## src/rtl/nivel_display_mux.sv

```systemverilog
// nivel_display_mux: tank level probe front end and 3-digit multiplexed display.
// Probes are synchronised and debounced, then checked for a thermometer code
// to derive the water level. The level is shown as two decimal digits plus a
// status glyph on a time-multiplexed 7-segment display.
// Optional feature macro: LEVEL_BLINK_EN (blanks the segments at a slow rate while err=1).
// Ports:
//   clk        system clock, rising edge
//   rst_n      asynchronous active-low reset
//   sensores   raw probe inputs, bit 0 = lowest probe, 1 = wet
//   level      debounced level 0..N_SENSORS
//   err        debounced probe pattern is not a thermometer code
//   alarm_low  level <= LOW_THRESH while err=0
//   dig_n      active-low digit enables {status, tens, units}
//   seg_n      active-low segments {g,f,e,d,c,b,a}
module nivel_display_mux #(
    parameter int unsigned N_SENSORS       = 3,
    parameter int unsigned DEBOUNCE_CYCLES = 4,
    parameter int unsigned SCAN_DIV        = 1000,
    parameter int unsigned LOW_THRESH      = 1,
    parameter int unsigned BLINK_DIV       = 25000000
) (
    input  logic                 clk,
    input  logic                 rst_n,
    input  logic [N_SENSORS-1:0] sensores,
    output logic [4:0]           level,
    output logic                 err,
    output logic                 alarm_low,
    output logic [2:0]           dig_n,
    output logic [6:0]           seg_n
);

    localparam int unsigned DB_W = $clog2(DEBOUNCE_CYCLES + 1);
    localparam int unsigned SC_W = $clog2(SCAN_DIV);
    localparam int unsigned PW   = N_SENSORS + 1;

    localparam logic [1:0] IDX_UNITS = 2'd0;
    localparam logic [1:0] IDX_TENS  = 2'd1;
    localparam logic [1:0] IDX_STAT  = 2'd2;

    localparam logic [6:0] SEG_E     = 7'h06;
    localparam logic [6:0] SEG_F     = 7'h0E;
    localparam logic [6:0] SEG_DASH  = 7'h3F;
    localparam logic [6:0] SEG_BLANK = 7'h7F;

    // Elaboration-time parameter range check
    if (N_SENSORS < 2 || N_SENSORS > 16 || DEBOUNCE_CYCLES < 1 ||
        SCAN_DIV < 2 || BLINK_DIV < 1) begin : g_bad_param
        $error("nivel_display_mux: parameter out of range");
    end

    logic [N_SENSORS-1:0] sync1_q, sync2_q, deb_q, deb_d;
    logic [DB_W-1:0]      db_cnt_q [N_SENSORS];
    logic [DB_W-1:0]      db_cnt_d [N_SENSORS];
    logic [4:0]           level_q, level_d;
    logic                 err_q, err_d, alarm_q, alarm_d;
    logic [SC_W-1:0]      scan_cnt_q, scan_cnt_d;
    logic [1:0]           idx_q, idx_d, idx_nx;
    logic [2:0]           dig_q, dig_d;
    logic [6:0]           glyph_q, glyph_d, glyph_nx;
    logic                 scan_wrap;
    logic [PW-1:0]        pat_ext;
    logic                 pat_valid;
    logic [4:0]           ones;
    logic [3:0]           tens_val, units_val;

    function automatic logic [6:0] seg_of(input logic [3:0] d);
        case (d)
            4'd0:    seg_of = 7'h40;
            4'd1:    seg_of = 7'h79;
            4'd2:    seg_of = 7'h24;
            4'd3:    seg_of = 7'h30;
            4'd4:    seg_of = 7'h19;
            4'd5:    seg_of = 7'h12;
            4'd6:    seg_of = 7'h02;
            4'd7:    seg_of = 7'h78;
            4'd8:    seg_of = 7'h00;
            4'd9:    seg_of = 7'h10;
            default: seg_of = SEG_BLANK;
        endcase
    endfunction

    // Per-bit debounce: flip only after DEBOUNCE_CYCLES consecutive differing samples
    always_comb begin
        deb_d = deb_q;
        for (int i = 0; i < int'(N_SENSORS); i++) begin
            db_cnt_d[i] = '0;
            if (sync2_q[i] != deb_q[i]) begin
                if (db_cnt_q[i] == DB_W'(DEBOUNCE_CYCLES - 1)) begin
                    deb_d[i] = ~deb_q[i];
                end else begin
                    db_cnt_d[i] = db_cnt_q[i] + DB_W'(1);
                end
            end
        end
    end

    // Thermometer check: p is 2^k-1 exactly when p & (p+1) == 0
    always_comb begin
        pat_ext   = {1'b0, deb_q};
        pat_valid = ((pat_ext + PW'(1)) & pat_ext) == '0;
        ones      = '0;
        for (int i = 0; i < int'(N_SENSORS); i++) begin
            ones = ones + 5'(deb_q[i]);
        end
        level_d = pat_valid ? ones : level_q;
        err_d   = ~pat_valid;
        alarm_d = pat_valid && (32'(ones) <= LOW_THRESH);
    end

    // Digit index FSM: advances units -> tens -> status on each scan wrap
    always_comb begin
        scan_wrap  = (scan_cnt_q == SC_W'(SCAN_DIV - 1));
        scan_cnt_d = scan_wrap ? '0 : scan_cnt_q + SC_W'(1);
        case (idx_q)
            IDX_UNITS: idx_nx = IDX_TENS;
            IDX_TENS:  idx_nx = IDX_STAT;
            default:   idx_nx = IDX_UNITS;
        endcase
        idx_d = scan_wrap ? idx_nx : idx_q;
    end

    // Glyph for the digit about to be lit; level never exceeds 16 so tens is 0 or 1
    always_comb begin
        tens_val  = (level_q >= 5'd10) ? 4'd1 : 4'd0;
        units_val = 4'(level_q - ((level_q >= 5'd10) ? 5'd10 : 5'd0));
        case (idx_nx)
            IDX_UNITS: glyph_nx = err_q ? SEG_DASH : seg_of(units_val);
            IDX_TENS:  glyph_nx = err_q ? SEG_DASH :
                                  ((tens_val == 4'd0) ? SEG_BLANK : seg_of(tens_val));
            default:   glyph_nx = err_q ? SEG_E :
                                  ((level_q == 5'(N_SENSORS)) ? SEG_F : SEG_DASH);
        endcase
        dig_d   = dig_q;
        glyph_d = glyph_q;
        if (scan_wrap) begin
            glyph_d = glyph_nx;
            case (idx_nx)
                IDX_UNITS: dig_d = 3'b110;
                IDX_TENS:  dig_d = 3'b101;
                default:   dig_d = 3'b011;
            endcase
        end
    end

    always_ff @(posedge clk or negedge rst_n) begin
        if (!rst_n) begin
            sync1_q    <= '0;
            sync2_q    <= '0;
            deb_q      <= '0;
            for (int i = 0; i < int'(N_SENSORS); i++) db_cnt_q[i] <= '0;
            level_q    <= '0;
            err_q      <= 1'b0;
            alarm_q    <= 1'b0;
            scan_cnt_q <= '0;
            idx_q      <= IDX_UNITS;
            dig_q      <= 3'b111;
            glyph_q    <= SEG_BLANK;
        end else begin
            sync1_q    <= sensores;
            sync2_q    <= sync1_q;
            deb_q      <= deb_d;
            for (int i = 0; i < int'(N_SENSORS); i++) db_cnt_q[i] <= db_cnt_d[i];
            level_q    <= level_d;
            err_q      <= err_d;
            alarm_q    <= alarm_d;
            scan_cnt_q <= scan_cnt_d;
            idx_q      <= idx_d;
            dig_q      <= dig_d;
            glyph_q    <= glyph_d;
        end
    end

`ifdef LEVEL_BLINK_EN
    localparam int unsigned BL_W = $clog2(BLINK_DIV + 1);

    logic [BL_W-1:0] blink_cnt_q, blink_cnt_d;
    logic            phase_q, phase_d;
    logic [6:0]      seg_q, seg_d;

    // Blink phase toggles every BLINK_DIV cycles; segments blanked in the off phase while err=1
    always_comb begin
        blink_cnt_d = blink_cnt_q + BL_W'(1);
        phase_d     = phase_q;
        if (blink_cnt_q == BL_W'(BLINK_DIV - 1)) begin
            blink_cnt_d = '0;
            phase_d     = ~phase_q;
        end
        seg_d = (err_q && !phase_d) ? SEG_BLANK : glyph_d;
    end

    always_ff @(posedge clk or negedge rst_n) begin
        if (!rst_n) begin
            blink_cnt_q <= '0;
            phase_q     <= 1'b1;
            seg_q       <= SEG_BLANK;
        end else begin
            blink_cnt_q <= blink_cnt_d;
            phase_q     <= phase_d;
            seg_q       <= seg_d;
        end
    end

    assign seg_n = seg_q;
`else
    assign seg_n = glyph_q;
`endif

    assign level     = level_q;
    assign err       = err_q;
    assign alarm_low = alarm_q;
    assign dig_n     = dig_q;

endmodule

```

## config.mk

```make
export PLATFORM = sky130hd
export DESIGN_NAME = nivel_display_mux
export DESIGN_NICKNAME = d
export VERILOG_FILES = /design/src/rtl/nivel_display_mux.sv
export SDC_FILE = /design/constraint.sdc
export NUM_CORES = 1
export LEC_CHECK = 0
export ABC_CLOCK_PERIOD_IN_PS = 2000
export BUFFER_PORTS_ARGS = -buffer_cell sky130_fd_sc_hd__buf_2
export CORE_MARGIN = 1.5
export CORE_UTILIZATION = 55
export DETAILED_ROUTE_END_ITERATION = 8
export GPL_ROUTABILITY_DRIVEN = 0
export GPL_TIMING_DRIVEN = 0
export PLACE_DENSITY = 0.76
export SLEW_MARGIN = 20
export SYNTH_ARGS = -nofsm -noshare
export SYNTH_HDL_FRONTEND = slang
export SYNTH_SLANG_ARGS = --single-unit
```

## constraint.sdc

```tcl
create_clock -name clk -period 2 [get_ports clk]
set_input_delay 0.2 -clock clk [delete_from_list [all_inputs] [get_ports clk]]
set_output_delay 0.2 -clock clk [all_outputs]
set_load 0.1 [all_outputs]
```

# == Word-level counts from Yosys, hierarchy flattened ==
# Memory sizes are Yosys's and may differ from the RTL's.
# Cells that the tools add are included.
# word_totals
regBits,45
inputBits,5
elab_cells,67
memories,2
romBits,224
# op_classes
bitwise_logic,5
eq_ne,10
muxes,17
order_cmp,2
addsub,8
n_reduce_logical,8
# memory_table
memory,words,width,rd,rd_ports_with_merged_regs,write_ports,line_no,source
(name not given),16,7,1,0,0,67,case (d)
(name not given),16,7,1,0,0,67,
# op_table
cell,count
7-bit 2-to-1 mux,3
3-bit 2-to-1 mux,6
7-bit one-hot mux with 2 select lines,1
"3-bit by 2-bit equality test with 1-bit output, second input constant",4
6-bit 2-to-1 mux,2
"10-bit by 1-bit adder with 10-bit output, second input constant",1
"10-bit equality test, second input constant",1
10-bit 2-to-1 mux,1
"3-bit by 1-bit adder with 3-bit output, second input constant",3
4-bit zero test,2
3-bit one-hot mux with 2 select lines,1
2-bit AND reduction,3
"3-bit by 1-bit adder with 4-bit output, second input constant",1
4-bit by 3-bit bitwise AND with 4-bit output,1
"2-bit by 1-bit equality test with 1-bit output, second input constant",2
"3-bit by 4-bit greater-or-equal comparator with 1-bit output, second input constant",1
2-bit zero test,2
4-bit 2-to-1 mux,1
1-bit NOT,4
2-bit one-hot mux with 2 select lines,1
3-bit by 4-bit subtractor with 4-bit output,1
2-bit by 1-bit adder with 3-bit output,1
"3-bit by 1-bit <= comparator with 1-bit output, second input constant",1
1-bit inequality test,3
other kinds (3),3

# == Longest topological paths before layout ==
# logic_depth
word_depth,6
depth_mapped,6

# == Worst setup path after synthesis ==
# No wires, ideal clock.
# synth_timing
path_kind,reg-to-reg
start,reg level_q[1] (netlist: level[1])
end,reg glyph_q[0] (netlist: seg_n[0])
required_ns,1.915
setup_slack_ns,0.304
arrival_time_ns,1.611
path_stages_with_launch,5
cell_sequence,dfrtp_1 > nand2b_1 > a21oi_1 > a2111oi_2 > nor2_1
# synth_via
elab_chain_cells,6
word_cells_on_any_way,14
classes_between,add/sub: 1; order compare: 1; eq/ne: 1; mux: 8; reduce/logical: 1; memory: 2
# synth_lines
element,line_no,source
start: declaration,54,"logic [4:0] level_q, level_d;"
start signal: assignment,163,level_q <= level_d;
3-bit by 4-bit greater-or-equal comparator with 1-bit output,"124, 125",
4-bit 2-to-1 mux or 1-bit 2-to-1 mux (tied branches),"125, 124",
3-bit by 4-bit subtractor with 4-bit output (tied with other cells),125,units_val = 4'(level_q - ((level_q >= 5'd10) ? 5'd10 : 5'd0));
memory 16 x 7 bit or 7-bit 2-to-1 mux (tied branches),--,
"7-bit 2-to-1 mux, on equally long branches","127, 128",
7-bit one-hot mux with 2 select lines *,126,case (idx_nx)
end signal: assignment,169,glyph_q <= glyph_d;
end: declaration,59,"logic [6:0] glyph_q, glyph_d, glyph_nx;"
# Mark *: on every way between the ends. The rest lies on a longest branch, timed or not.
# A chain may end at the register's enable or synchronous reset.

# == Worst setup path in the final report ==
# layout_timing
start,reg scan_cnt_q[0]
end,reg glyph_q[0] (netlist: seg_n[0])
# layout_via
elab_chain_cells,1
# layout_lines
element,line_no,source
start: declaration,56,"logic [SC_W-1:0] scan_cnt_q, scan_cnt_d;"
start signal: assignment,166,scan_cnt_q <= scan_cnt_d;
10-bit equality test,112,scan_wrap = (scan_cnt_q == SC_W'(SCAN_DIV - 1));
# No other way between the ends.

==> flow_metrics.tcl <==
set metrics [dict create \
    relSlewSlack_pct 39.07 \
    reg2reg_from "scan_cnt_q[0]" \
    dieArea_sq_mm 0.003731 \
    synth.area.top_cells "dfrtp_1 (46%), dfstp_2 (14%), mux2_2 (3.0%)" \
    combPwrFrac_pct 29.1 \
    synth_most_common_cell "dfrtp_1" \
    die_w_microns 61.09 \
    avgSynthCellArea_sq_um 12.13 \
    dp_hpwl_microns 2119 \
    path_clk_slew_ns 0.12 \
    cp_cell_sequence "ha_1 > and4bb_4 > nand3_4 > a2111oi_2 > nor2_1" \
    crit_buf_inv 0 \
    drive_gt1_share_pct 27.72 \
    cpMaxStageDelayCell "dfrtp_1" \
    power_density_mw_per_mm2 1173 \
    clockBufferDepth 2 \
    violations "negative hold slack" \
    cts_resized 0 \
    synth_top_area_cell "dfrtp_1" \
    max_freq_mhz 595.2 \
    antenna_found_initial 0 \
    numCtsBuffers 5 \
    synthFlopType "dfrtp_1" \
    clkPwrFrac_pct 24.1 \
    worst_setup_path_start_kind "register" \
    design.core.area_sq_mm 0.003128 \
    root_buffer "clkbuf_4" \
    ys_seq_elements 44 \
    ant_nets 0 \
    drtPass1Iterations 4 \
    h-tree-depth 2 \
    port_buffers 18 \
    ios 22 \
    grt_usage_pct 19.78 \
    required_ns 2.28 \
    max_slew.worst_pin.slew_ns 0.9140 \
    synth_common_cells "dfrtp_1 (34), nand2_1 (13), nor2_1 (11)" \
    crit_path_max_fanout 10 \
    maxCapViolations 0 \
    seqPwrFrac_pct 46.8 \
    die_y_microns 61.09 \
    rsz0062_at_grt "false" \
    rows 20 \
    vias 1258 \
    status "complete, but fails checks" \
    setup_tns_ns 0 \
    crit_arrival_ns 1.96 \
    critPathTopFamily "simple AND/OR/NAND/NOR gates" \
    nets 193 \
    critPathKind "reg -> reg" \
    p_sw_share_pct 36.69 \
    min_path_type "in -> async" \
    diodes 0 \
    synth_top_area_share_pct 45.85 \
    grt_pass1_vias 1188 \
    whs_ns -0.02949 \
    cts_tree "built" \
    leakage_uw 0.0009874 \
    post_drt_wl_per_cell_microns 13.25 \
    drt-initial-drc-count 42 \
    fin_crit_ns 1.680 \
    hold_viol 34 \
    yosys_warnings 0 \
    crit_start "scan_cnt_q[0]" \
    drc_errors 0 \
    finalWirelength_microns 3020 \
    clk-insertion-delay-late_ns 0.34 \
    cellInternalPower_uw 1584 \
    fin_crit_sh_pct 84.00 \
    synth_cell_types 38 \
    final-setup-viol-count 0 \
    syn_inst 153 \
    grt-ovfl-total 0 \
    initial_core_util_pct 59.32 \
    grt_max_degree 45 \
    slew_viol_final 0 \
    via_per_inst 5.518 \
    cts_sinks 44 \
    grt_pass1_wl_microns 5354 \
    synth_edf_count 0 \
    end_kind "register" \
    synthToLayoutAreaGrowth_pct 14.97 \
    p_switching_uw 917.7 \
    synthArstFlopShare_pct 100.0 \
    syn_area_sq_mm 0.001856 \
    clock_skew_ns 0.004125 \
    peakVddDrop_mv 1.726 \
    yosysSeqAreaShare_pct 60.01 \
    slowest_delay_ns 0.43 \
]
## power groups by stage
stage | clock, uW | sequential [uW] | combinational, uW
floorplan | 0 | 1450 | 316
global placement | 0 | 1180 | 700
detailed placement | 0 | 1190 | 731
CTS | 622 | 1170 | 736
global route | 660 | 1190 | 787
finish | 602 | 1170 | 728
## registers in the layout, indices dropped and copies added (netlist names)
name / cells
alarm_low: 1
err: 1
db_cnt_q: 9
level: 2
scan_cnt_q: 10
sync2_q: 3
deb_q: 3
seg_n: 7
idx_q: 2
sync1_q: 3
dig_n: 3
## area by class of cell
type | instances | area [sq um]
clock inverter | 1 | 30.03
multi-input combinational | 101 | 698.2
fill | 241 | 994.7
buffer | 6 | 36.28
sequential | 44 | 1114
tap | 44 | 55.05
inverter | 4 | 15.01
clock buffer | 7 | 65.06
timing repair buffer | 21 | 120.1
## through the flow
stage | worst slack [ns] | instances | instance area, sq um | utilization [%] | power, uW
after floorplan | 0.3040 | 155 | 1863 | - | 1762
after global placement | 0.3898 | 217 | 2008 | 64.20 | 1879
after detailed placement | 0.3280 | 217 | 2008 | 64.20 | 1920
after CTS | 0.2973 | 228 | 2133 | 68.20 | 2531
after global routing | 0.1423 | 228 | 2133 | 68.20 | 2641
final | 0.3199 | 228 | 2133 | 68.20 | 2501
## per-layer routing
metal  vias up  track usage [%]  part of all wire (%)
met5         -                0                     0
met4         0            8.385                   1.8
met3         9            4.412                   4.7
met2        42            30.85                    49
met1       629            27.03                    44
li1        578                -                     -
## repair_timing
action                                 in CTS  in global routing
setup buffers                               0                  0
hold buffers                                3                  0
endpoints found under the hold margin       3                  0
## worst paths after layout
path	cells after the start	endpoint	slack, ns
setup / recovery	5	seg_n[0]	0.32
hold / removal	1	db_cnt_q[0]	-0.03
setup reg to reg	5	seg_n[0]	0.32
hold reg to reg	0	sync2_q[2]	0.36
max in group asynchronous	1	scan_cnt_q[8]	1.46
min in group clk	0	sync2_q[2]	0.36
## cells by family (layout without fill, tap and decap cells)
family	Yosys count	in the layout	share of synthesized area (%)
AND/OR/NAND/NOR	58	58	17.20
flip-flops	44	44	60.01
other	1	3	0.2021
XOR/XNOR	8	8	3.776
multiplexers	6	6	3.574
AO/OA/AOI/OAI	21	21	8.698
buffers and inverters	10	39	2.764
adder cells (fa/ha/maj)	5	5	3.776
## cells in the final DEF (no fill, tap or decap), types with 4 or more instances in the layout
cell,netlist,final
xor2_1,4,4
mux2_2,5,5
nor2_1,11,11
nor3_1,4,4
nor3b_1,4,4
dfrtp_1,34,34
buf_2,2,20
nand3_1,7,7
o21ai_1,5,5
ha_1,4,4
nand2_1,13,13
dfstp_2,10,10
a21oi_1,4,4
nor2b_1,7,7
clkbuf_4,0,5
xnor2_1,4,4
inv_1,4,4
nand2b_1,4,4
Power figures use the tool's default switching activity.
